==> config.mk <==
export PLATFORM = sky130hd
export DESIGN_NAME = rf_wport_arb
export DESIGN_NICKNAME = d
export VERILOG_FILES = /design/src/rtl/rf_wport_arb_pkg.sv /design/src/rtl/rf_wport_fifo.sv /design/src/rtl/rf_wport_arb.sv
export SDC_FILE = /design/constraint.sdc
export NUM_CORES = 1
export LEC_CHECK = 0
export ABC_AREA = 1
export ABC_CLOCK_PERIOD_IN_PS = 6200
export BUFFER_PORTS_ARGS = -buffer_cell sky130_fd_sc_hd__buf_2
export CAP_MARGIN = 30
export CORE_UTILIZATION = 50
export CTS_BUF_LIST = sky130_fd_sc_hd__clkbuf_4
export DETAILED_ROUTE_END_ITERATION = 10
export GPL_ROUTABILITY_DRIVEN = 1
export GPL_TIMING_DRIVEN = 0
export PLACE_DENSITY = 0.75
export SLEW_MARGIN = 20
export SYNTH_ARGS = -nofsm -noshare
export SYNTH_HDL_FRONTEND = slang
export SYNTH_SLANG_ARGS = --single-unit
==> constraint.sdc <==
create_clock -name clk -period 6.2 [get_ports clk]
set_input_delay 0.62 -clock clk [delete_from_list [all_inputs] [get_ports clk]]
set_output_delay 0.62 -clock clk [all_outputs]
set_load 0.02 [all_outputs]
==> src/rtl/rf_wport_arb_pkg.sv <==
// Shared widths, LU FIFO entry layout and write-source encodings for the RF write-port arbiter.
package rf_wport_arb_pkg;

  localparam int unsigned DEST_LEN = 5;
  localparam int unsigned DATA_LEN = 32;
  localparam int unsigned PC_LEN   = 32;

  typedef struct packed {
    logic [PC_LEN-1:0]   pc;
    logic [DEST_LEN-1:0] dest;
    logic [DATA_LEN-1:0] data;
  } lu_entry_t;

  localparam int unsigned LU_ENTRY_W = $bits(lu_entry_t);

  typedef enum logic {
    WB_SRC_PIPE = 1'b0,
    WB_SRC_LU   = 1'b1
  } wb_src_e;

endpackage

==> src/rtl/rf_wport_fifo.sv <==
// Small synchronous FIFO for long-latency results; DEPTH must be a power of two so pointers wrap naturally.
module rf_wport_fifo #(
  parameter int unsigned DEPTH = 2,
  parameter int unsigned WIDTH = 8
) (
  input  logic             clk,
  input  logic             resetn,
  input  logic             push,
  input  logic             pop,
  input  logic [WIDTH-1:0] wdata,
  output logic             full,
  output logic             empty,
  output logic [WIDTH-1:0] head
);

  localparam int unsigned PTR_W = (DEPTH > 1) ? $clog2(DEPTH) : 1;
  localparam int unsigned CNT_W = $clog2(DEPTH) + 1;

  logic [WIDTH-1:0] mem [DEPTH];
  logic [PTR_W-1:0] wr_ptr;
  logic [PTR_W-1:0] rd_ptr;
  logic [CNT_W-1:0] count;
  logic             do_push;
  logic             do_pop;

  assign full    = (count == CNT_W'(DEPTH));
  assign empty   = (count == '0);
  assign head    = mem[rd_ptr];
  assign do_push = push && !full;
  assign do_pop  = pop && !empty;

  always_ff @(posedge clk or negedge resetn) begin
    if (!resetn) begin
      wr_ptr <= '0;
      rd_ptr <= '0;
      count  <= '0;
    end else begin
      if (do_push) wr_ptr <= wr_ptr + PTR_W'(1);
      if (do_pop)  rd_ptr <= rd_ptr + PTR_W'(1);
      case ({do_push, do_pop})
        2'b10:   count <= count + CNT_W'(1);
        2'b01:   count <= count - CNT_W'(1);
        default: count <= count;
      endcase
    end
  end

  // Storage needs no reset; validity is tracked by count.
  always_ff @(posedge clk) begin
    if (do_push) mem[wr_ptr] <= wdata;
  end

endmodule

==> src/rtl/rf_wport_arb.sv <==
// Register-file write-port arbiter: pipeline retire has priority, LU results are buffered in a FIFO.
// Optional starvation guard for the LU head is enabled by defining RF_WPORT_FAIR_EN.
module rf_wport_arb
  import rf_wport_arb_pkg::*;
#(
  parameter int unsigned LU_FIFO_DEPTH = 2,
  parameter int unsigned STARVE_LIMIT  = 4
) (
  input  logic                clk,
  input  logic                resetn,
  input  logic                pipe_valid,
  output logic                pipe_ready,
  input  logic                pipe_we,
  input  logic [DEST_LEN-1:0] pipe_dest,
  input  logic [DATA_LEN-1:0] pipe_data,
  input  logic [PC_LEN-1:0]   pipe_pc,
  input  logic                lu_valid,
  output logic                lu_ready,
  input  logic [DEST_LEN-1:0] lu_dest,
  input  logic [DATA_LEN-1:0] lu_data,
  input  logic [PC_LEN-1:0]   lu_pc,
  output logic                rf_we,
  output logic [DEST_LEN-1:0] rf_waddr,
  output logic [DATA_LEN-1:0] rf_wdata,
  output logic [PC_LEN-1:0]   wb_pc,
  output logic                wb_src,
  output logic                lu_pending
);

  if (LU_FIFO_DEPTH < 2 || (LU_FIFO_DEPTH & (LU_FIFO_DEPTH - 1)) != 0 || STARVE_LIMIT < 1) begin : g_param_err
    $error("rf_wport_arb: LU_FIFO_DEPTH must be a power of two >= 2 and STARVE_LIMIT >= 1");
  end

  lu_entry_t               lu_in;
  lu_entry_t               lu_head;
  logic [LU_ENTRY_W-1:0]   head_bits;
  logic                    fifo_full;
  logic                    fifo_empty;
  logic                    lu_push;
  logic                    force_lu;
  logic                    grant_pipe;
  logic                    grant_lu;
  wb_src_e                 wb_src_q;

  assign lu_in      = '{pc: lu_pc, dest: lu_dest, data: lu_data};
  assign lu_head    = lu_entry_t'(head_bits);
  assign lu_ready   = !fifo_full;
  assign lu_pending = !fifo_empty;
  assign lu_push    = lu_valid && !fifo_full;

  rf_wport_fifo #(
    .DEPTH (LU_FIFO_DEPTH),
    .WIDTH (LU_ENTRY_W)
  ) u_lu_fifo (
    .clk    (clk),
    .resetn (resetn),
    .push   (lu_push),
    .pop    (grant_lu),
    .wdata  (lu_in),
    .full   (fifo_full),
    .empty  (fifo_empty),
    .head   (head_bits)
  );

`ifdef RF_WPORT_FAIR_EN
  localparam int unsigned STARVE_W = $clog2(STARVE_LIMIT + 1);

  logic [STARVE_W-1:0] starve_cnt;

  assign force_lu = lu_pending && (starve_cnt == STARVE_W'(STARVE_LIMIT));

  // Counts pipeline wins while an LU result waits; saturates at the limit.
  always_ff @(posedge clk or negedge resetn) begin
    if (!resetn) begin
      starve_cnt <= '0;
    end else if (fifo_empty || grant_lu) begin
      starve_cnt <= '0;
    end else if (grant_pipe && (starve_cnt != STARVE_W'(STARVE_LIMIT))) begin
      starve_cnt <= starve_cnt + STARVE_W'(1);
    end
  end
`else
  assign force_lu = 1'b0;
`endif

  assign pipe_ready = !force_lu;
  assign grant_pipe = pipe_valid && !force_lu;
  assign grant_lu   = force_lu || (!pipe_valid && lu_pending);

  // Output register; idle cycles drop the write enable and hold the rest.
  always_ff @(posedge clk or negedge resetn) begin
    if (!resetn) begin
      rf_we    <= 1'b0;
      rf_waddr <= '0;
      rf_wdata <= '0;
      wb_pc    <= '0;
      wb_src_q <= WB_SRC_PIPE;
    end else begin
      rf_we <= 1'b0;
      if (grant_pipe) begin
        rf_we    <= pipe_we;
        rf_waddr <= pipe_dest;
        rf_wdata <= pipe_data;
        wb_pc    <= pipe_pc;
        wb_src_q <= WB_SRC_PIPE;
      end else if (grant_lu) begin
        rf_we    <= 1'b1;
        rf_waddr <= lu_head.dest;
        rf_wdata <= lu_head.data;
        wb_pc    <= lu_head.pc;
        wb_src_q <= WB_SRC_LU;
      end
    end
  end

  assign wb_src = wb_src_q;

endmodule

==> results of run 1 <==
==> worst max-delay path, delay by kind of cell, from the launching register on <==
kind	cells	cell delay, ns
buf+inv	2	0.31
flops	1	0.44
simple gates	1	0.16
==> path summary, 6_finish.rpt <==
kind,start,to
max,u_lu_fifo.count[0],lu_pending
min,lu_data[4],u_lu_fifo.mem[1][4]
max reg2reg,u_lu_fifo.count[0],u_lu_fifo.mem[1][48]
min reg2reg,u_lu_fifo.wr_ptr,u_lu_fifo.wr_ptr
max in group asynchronous,resetn,rf_wdata[22]
min in group asynchronous,resetn,rf_wdata[28]
==> synth_stat cells (all sizes together) <==
master | number | area share, %
clkbuf | 13 | 0.58
xnor2 | 1 | 0.10
inv | 9 | 0.40
buf | 27 | 1.8
nand2 | 357 | 16
nand4 | 1 | 0.074
edfxtp | 138 | 49
nor2 | 5 | 0.40
nand3 | 106 | 6.3
ha | 1 | 0.15
conb | 1 | 0.045
xor2 | 1 | 0.10
or2 | 35 | 2.6
dfrtp | 75 | 22
==> layout by cell type (no fill, tap or decap), types with 2 or more instances in the layout <==
cell and n:
buf_12 3, nand3_1 106, nor2_4 3, buf_1 3, buf_16 2, clkinv_1 23
nor2_1 2, or2_2 35, inv_1 5, nand2_1 356, buf_4 3, dfrtp_1 75
diode_2 3, clkbuf_1 13, clkbuf_4 73, bufinv_16 2, edfxtp_1 138, inv_2 4
buf_2 234, buf_6 2
==> cell type report <==
type / instances / area (um^2)
tap: 220 / 275
buffer: 40 / 198
inverter: 9 / 36.3
antenna: 3 / 7.51
clock inverter: 27 / 155
multi-input combinational: 508 / 2180
timing repair buffer: 221 / 1200
clock buffer: 73 / 548
sequential: 213 / 6020
fill: 1338 / 5900
==> stage by stage <==
| stage | area, um^2 | setup WS [ns] |
|---|---|---|
| floorplan | 8420 | 1.99 |
| global placement | 9770 | 0.372 |
| detailed placement | 9900 | 4.04 |
| CTS | 10600 | 3.98 |
| global route | 10600 | 3.93 |
| finish | 10600 | 4.03 |
==> kinds of logic (layout without fill, tap and decap cells) <==
group / after synthesis / in the layout
flops: 213 / 213
simple gates: 504 / 504
other cells: 1 / 4
buf+inv: 49 / 370
fa+ha+maj: 1 / 1
xor+xnor: 2 / 2
==> power by group <==
part / internal (mW) / total, mW / switching [mW] / leakage [nW]
logic: 0.490 / 1.54 / 1.05 / 2.34
registers: 1.96 / 2.11 / 0.152 / 2.18
clock network: 0.633 / 1.19 / 0.555 / 0.408
==> routing by layer <==
metal	up-vias	global-route usage [%]	part of all wire [%]	wire (um)
met5	-	0	0.041	8
met4	2	11.5	2.7	527
met3	45	4.42	5.9	1150
met2	212	37.4	49	9580
met1	2923	28.6	42	8130
li1	3136	-	-	-
==> repair_timing <==
item | in CTS | in global routing
setup buffers | 0 | 0
setup endpoints to repair | 0 | 0
hold buffers | 1 | 0
hold endpoints to repair | 36 | 0
==> sequential cells by signal (all words and copies together), names as in the netlist, 2 cells and up <==
signal	flops
rf_waddr	5
rf_wdata	32
u_lu_fifo.count	2
u_lu_fifo.mem	138
wb_pc	32
==> impl_metrics.json, run 1 <==
{
  "status": "complete, no violations",
  "slowest_stage": "dfrtp_1",
  "cpPeakStageDelay_ns": 0.44,
  "dp.cells": 1210,
  "drive_above_1_share_pct": 33.4,
  "grt_pass1_vias": 6302,
  "yosysWarnings": 0,
  "drt_wl_total_um": 19400,
  "worst-r2r-setup-slack_ns": 4.31,
  "min_path_type": "primary input to flop",
  "cp_max_fo": 4,
  "fin_skew_ns": 0.0189,
  "rsz0062_at_grt": "no",
  "power.leakage_nw": 4.93,
  "syn_area_per_cell_um2": 10.9,
  "synth.ff_latch_count": 213,
  "grt-ovfl-total": 0,
  "drtIter0Drc": 292,
  "muxShareOfSynthArea_pct": 0,
  "viasPerCell": 4.81,
  "worst_pin_slew_ns": 0.588,
  "tritoncts": "yes",
  "critPathKind": "flop to output port",
  "power.total_mw": 4.84,
  "cts_resized": 0,
  "grt_pass1_wl_um": 30600,
  "vias": 6318,
  "yosys.area_share.simple_pct": 25.4,
  "synth_cells": 770,
  "syn_nets": 914,
  "synthXorXnorAreaFrac_pct": 0.208,
  "seq_area_frac_synth_pct": 71.5,
  "numCtsBuffers": 53,
  "synth_compound_area_share_pct": 0,
  "cts_root_buf": "clkbuf_4",
  "max-cap-violations": 0,
  "timing.hold.ws_ns": 0.164,
  "port-buffer-count": 215,
  "syn_to_final_growth_pct": 26.1,
  "dr.pass1.iters": 6,
  "core.rowCount": 47,
  "drt-wirelength-per-cell_um": 14.8,
  "ys_types": 20,
  "tns_ns": 0,
  "synth_top_family_by_area": "simple AND/OR/NAND/NOR gates",
  "hold_viol": 0,
  "fin_crit_ns": 2.17,
  "cp.arrival_ns": 1.55,
  "grt_antenna_before_repair": 4,
  "clk_pin_slew_worst_paths_ns": 0.07,
  "cts_max_level": 2,
  "grt_max_degree": 40,
  "path_cells": "inv_1 > nand2_1 > buf_2",
  "synthesis.area_mm2": 0.00842,
  "remaining_drc_errors": 0,
  "finalSetupViolations": 0,
  "finish.utilization_pct": 64.3,
  "cts_buffer_depth": 3,
  "ant_nets": 0,
  "fmax_mhz": 461,
  "place.detailed.hpwl_um": 13200,
  "cp-end-kind": "output port",
  "start_util_pct": 51.0,
  "relSlewSlack_pct": 60.8,
  "synthAdderAreaFrac_pct": 0.149,
  "hold_path_depth": 1,
  "cp-start-kind": "flop",
  "ioPinCount": 217,
  "gp_congestion": 0.823,
  "fin_crit_sh_pct": 35.0,
  "track_usage_pct": 22.6,
  "insertion_delay_ns": 0.64,
  "clock_sinks": 213,
  "stdcell_count": 1314,
  "irDropWorstVdd_mv": 0.206,
  "fp.dieArea_mm2": 0.0174,
  "die_x_um": 132,
  "p_per_area_mw_per_mm2": 456,
  "cp_data_required_time_ns": 5.58,
  "core_mm2": 0.0165,
  "reg2regPathDepth": 6,
  "die_y_um": 132,
  "slew_violations": 0,
  "nets": 1190
}
(Power assumes the default switching activity.)
==> inputs of run 2 (changes only) <==
- ABC_CLOCK_PERIOD_IN_PS: 6200 -> 2240
- clock period: 6.2 -> 2.24 ns (I/O delays scaled with it)
==> impl_metrics.json, run 2 (same netlist as run 1, synthesis figures left out) <==
{
  "gp_congestion": 0.802,
  "r2r_start": "u_lu_fifo.count[0]",
  "numCtsBuffers": 52,
  "mostFrequentLayoutCells": "355 x nand2_1, 234 x buf_2, 141 x dlygate4sd3_1, 138 x edfxtp_1, 106 x nand3_1",
  "grt_pass1_vias": 7420,
  "port-buffer-count": 215,
  "power.leakage_nw": 5.51,
  "ant_nets": 0,
  "drt_wl_total_um": 23300,
  "top_layer": "met4",
  "slowest_stage": "clkinvlp_4",
  "fillers": 1122,
  "cts_max_level": 2,
  "die_x_um": 132,
  "fin_crit_sh_pct": 84.7,
  "grt_pass1_wl_um": 36800,
  "fmax_mhz": 527,
  "cp_max_fo": 31,
  "largest_register_ff_count": 138,
  "hold_viol": 0,
  "r2r_end": "u_lu_fifo.mem[0][60]",
  "cp.arrival_ns": 2.27,
  "finalSetupViolations": 0,
  "fin_crit_ns": 1.90,
  "fp.dieArea_mm2": 0.0174,
  "die_y_um": 132,
  "core_mm2": 0.0165,
  "dr.pass1.iters": 7,
  "dp_slack_ns": 0.381,
  "drtIter0Drc": 480,
  "insertion_delay_ns": 0.66,
  "viasPerCell": 4.95,
  "tritoncts": "yes",
  "vias": 7174,
  "slew_violations": 0,
  "clk_pin_slew_worst_paths_ns": 0.07,
  "status": "complete, no violations",
  "nets": 1330,
  "max-cap-violations": 0,
  "wl_met1_um": 9240,
  "drive_above_1_share_pct": 29.9,
  "cts_buffer_depth": 3,
  "cts_setup_buffers": 0,
  "path_cells": "inv_1 > nand2_4 > nand3_1 > clkinvlp_4 > buf_12",
  "tns_ns": 0,
  "drt-wirelength-per-cell_um": 16.0,
  "place.detailed.hpwl_um": 13900,
  "finish.utilization_pct": 72.8,
  "layout.cells.most_common": "nand2_1",
  "cp-start-kind": "flop",
  "cpPeakStageDelay_ns": 0.46,
  "p_per_area_mw_per_mm2": 1140,
  "min_path_type": "primary input to async pin",
  "reg.largest.list": "u_lu_fifo.mem (138), rf_wdata (32), wb_pc (32)",
  "wl_met2_um": 11700,
  "wl_met3_um": 1310,
  "core.rowCount": 47,
  "fin_skew_ns": 0.0383,
  "top_register": "u_lu_fifo.mem",
  "clock_sinks": 213,
  "syn_to_final_growth_pct": 42.8,
  "grt-ovfl-total": 0,
  "worst_pin_slew_ns": 0.621,
  "irDropWorstVdd_mv": 0.564,
  "grt_max_degree": 41,
  "fin_ws_ns": 0.342,
  "start_util_pct": 51.0,
  "rsz0062_at_grt": "no",
  "power.total_mw": 13.7,
  "grt_antenna_before_repair": 1,
  "dp.cells": 1211,
  "critPathKind": "flop to flop",
  "cp-end-kind": "flop",
  "reg2regPathDepth": 5,
  "remaining_drc_errors": 0,
  "worst-r2r-setup-slack_ns": 0.34,
  "relSlewSlack_pct": 58.6,
  "cp_data_required_time_ns": 2.61,
  "stdcell_count": 1449,
  "track_usage_pct": 27.3,
  "ioPinCount": 217,
  "cts_root_buf": "clkbuf_4"
}
-- run 2: critical path, delay by kind of cell (launching register included) --
family | cells | cell delay, ns
simple gates | 2 | 0.22
flops | 1 | 0.44
buf+inv | 3 | 0.97
-- run 2: power breakdown --
part           switching [mW]  internal [mW]  total, mW
Sequential              0.450           5.43       5.88
Combinational            3.08           1.56       4.64
Clock                    1.53           1.68       3.21
Total                    5.06           8.66       13.7
-- run 2: through the flow --
step / area, um^2 / hold slack (ns)
floorplan: 8440 / -0.0716
global placement: 9790 / 0.412
detailed placement: 9940 / 0.238
CTS: 12000 / 0.0801
global route: 12000 / 0.101
finish: 12000 / 0.0985
-- run 2: area by class of cell --
type / count / area [um^2] / share of cell area [%]
repair buffers: 362 / 2630 / 21.9
plain buffers: 40 / 198 / 1.64
inverters: 9 / 37.5 / 0.312
flip-flops and latches: 213 / 6020 / 50.1
clock buffers: 76 / 571 / 4.74
clock inverters: 20 / 103 / 0.853
well taps: 220 / 275 / 2.29
multi-input cells: 508 / 2190 / 18.2
diodes: 1 / 2.50 / 0.0208
-- run 2: how the worst max path moves through the flow --
stage | start | endpoint | slack [ns]
final | u_lu_fifo.count[0] | u_lu_fifo.mem[0][60] | 0.34
after global routing | u_lu_fifo.count[0] | u_lu_fifo.mem[0][60] | 0.23
after CTS | u_lu_fifo.count[0] | u_lu_fifo.mem[0][60] | 0.37
after detailed placement | u_lu_fifo.count[0] | u_lu_fifo.mem[0][16] | 0.38
after global placement | u_lu_fifo.count[0] | u_lu_fifo.mem[1][28] | -0.56
after floorplan | u_lu_fifo.count[0] | u_lu_fifo.mem[1][0] | 0.02
-- run 2: metal layers --
layer	track usage, %	up-vias
met5	0	-
met4	13.6	0
met3	5.77	87
met2	47.8	298
met1	32.0	3372
li1	-	3417
-- run 2: repair_timing --
item	in CTS	in global routing
hold buffers	141	0
endpoints found under the hold margin	284	0
resized for setup	0	0
==> inputs of run 3 (changes only) <==
- ABC_CLOCK_PERIOD_IN_PS: 2240 -> 1800
- clock period: 2.24 -> 1.8 ns (I/O delays scaled with it)
==> impl_metrics.json, run 3 (same netlist as run 1, synthesis figures left out) <==
{
  "status": "complete, but fails checks",
  "power.leakage_nw": 5.55,
  "cp.arrival_ns": 2.04,
  "largest_register_ff_count": 138,
  "core_mm2": 0.0165,
  "insertion_delay_ns": 0.67,
  "slew_violations": 0,
  "core.rowCount": 47,
  "drt_wl_total_um": 22800,
  "fillers": 1146,
  "drive_above_1_share_pct": 30.8,
  "irDropWorstVdd_mv": 0.684,
  "grt_max_degree": 47,
  "viasPerCell": 4.86,
  "reg.largest.list": "u_lu_fifo.mem (138), rf_wdata (32), wb_pc (32)",
  "power.total_mw": 17.2,
  "relSlewSlack_pct": 61.3,
  "die_x_um": 132,
  "grt_pass1_vias": 7482,
  "worst_pin_slew_ns": 0.578,
  "clock_sinks": 213,
  "place.detailed.hpwl_um": 13600,
  "final_area_mm2": 0.0121,
  "drtIter0Drc": 374,
  "cp_data_required_time_ns": 2.13,
  "rsz0062_at_grt": "no",
  "ioPinCount": 217,
  "vias": 7066,
  "fin_skew_ns": 0.0360,
  "port-buffer-count": 215,
  "fmax_mhz": 585,
  "die_y_um": 132,
  "layout.cells.most_common": "nand2_1",
  "hold_viol": 0,
  "mostFrequentLayoutCells": "354 x nand2_1, 234 x buf_2, 142 x dlygate4sd3_1, 138 x edfxtp_1, 105 x nand3_1",
  "cts_root_buf": "clkbuf_4",
  "cp-end-kind": "flop",
  "grt-ovfl-total": 0,
  "fp.dieArea_mm2": 0.0174,
  "remaining_drc_errors": 2,
  "clk_pin_slew_worst_paths_ns": 0.06,
  "grt_antenna_before_repair": 2,
  "fin_crit_sh_pct": 95.0,
  "fin_crit_ns": 1.71,
  "tritoncts": "yes",
  "cp_max_fo": 22,
  "numCtsBuffers": 54,
  "max-cap-violations": 0,
  "cts_max_level": 2,
  "critPathKind": "flop to flop",
  "syn_to_final_growth_pct": 43.7,
  "gp_congestion": 0.792,
  "start_util_pct": 51.0,
  "place_area_mm2": 0.00996,
  "track_usage_pct": 26.9,
  "cp-start-kind": "flop",
  "grt_pass1_wl_um": 36300,
  "violations": "DRC",
  "p_per_area_mw_per_mm2": 1420,
  "finalSetupViolations": 0,
  "cts_buffer_depth": 3,
  "top_register": "u_lu_fifo.mem",
  "drt-wirelength-per-cell_um": 15.7,
  "dr.pass1.iters": 7,
  "timing.hold.ws_ns": 0.0586,
  "nets": 1334,
  "finish.utilization_pct": 73.2,
  "min_path_type": "primary input to flop",
  "ant_nets": 0
}
==> run 3: metal layers <==
layer	share of wire (%)	track usage [%]
met2	52	48.4
met3	5.6	5.04
met1	38	29.9
met4	4.3	15.6
met5	0	0
==> run 3: stage by stage <==
step	instances	setup slack (ns)	TNS (ns)
after detailed placement	1211	0.0228	0
after CTS	1453	0.00182	0
after global placement	1205	-0.899	-125.60
after global routing	1455	0.0208	0
final	1455	0.0905	0
after floorplan	770	-0.337	-43.91
==> run 3: report_power, final <==
group	internal, mW	switching [mW]	total, mW
clock network	2.22	1.92	4.14
logic	1.95	3.79	5.74
registers	6.76	0.561	7.32
==> run 3: repair_timing <==
| action | in CTS | in global routing |
|---|---|---|
| hold buffers | 143 | 0 |
| buffers inserted | 0 | 0 |
| pin swaps | 1 | 0 |
| hold endpoints to repair | 291 | 0 |
| resized for setup | 1 | 2 |
| setup endpoints to repair | 20 | 2 |
==> run 3: layout make-up <==
class | count | area (um^2) | area share, %
Timing Repair Buffer | 364 | 2660 | 21.9
Sequential cell | 213 | 6020 | 49.8
Buffer | 40 | 200 | 1.65
Clock buffer | 82 | 616 | 5.09
Antenna cell | 2 | 5.00 | 0.0414
Inverter | 9 | 37.5 | 0.310
Tap cell | 220 | 275 | 2.27
Clock inverter | 17 | 92.6 | 0.765
Multi-Input combinational cell | 508 | 2200 | 18.2
==> run 3: final timing paths <==
check | startpoint | endpoint | slack [ns] | cells after the start
worst max register to register | u_lu_fifo.count[0] | u_lu_fifo.mem[1][57] | 0.09 | 6
worst min-delay path | pipe_valid | wb_pc[22] | 0.06 | 4
max in group asynchronous | resetn | wb_pc[8] | 0.74 | 3
worst max-delay path | u_lu_fifo.count[0] | u_lu_fifo.mem[1][57] | 0.09 | 6
min in group asynchronous | resetn | rf_wdata[20] | 0.07 | 3
worst min register to register | rf_wdata[12] | rf_wdata[12] | 0.47 | 2
==> run 3: worst max-delay path: stages (launching register included) <==
cell     delay (ns)
dfrtp_2        0.43
inv_2          0.07
nand2_4        0.09
nand2_4        0.07
nor2_4         0.32
buf_16         0.22
buf_16         0.18
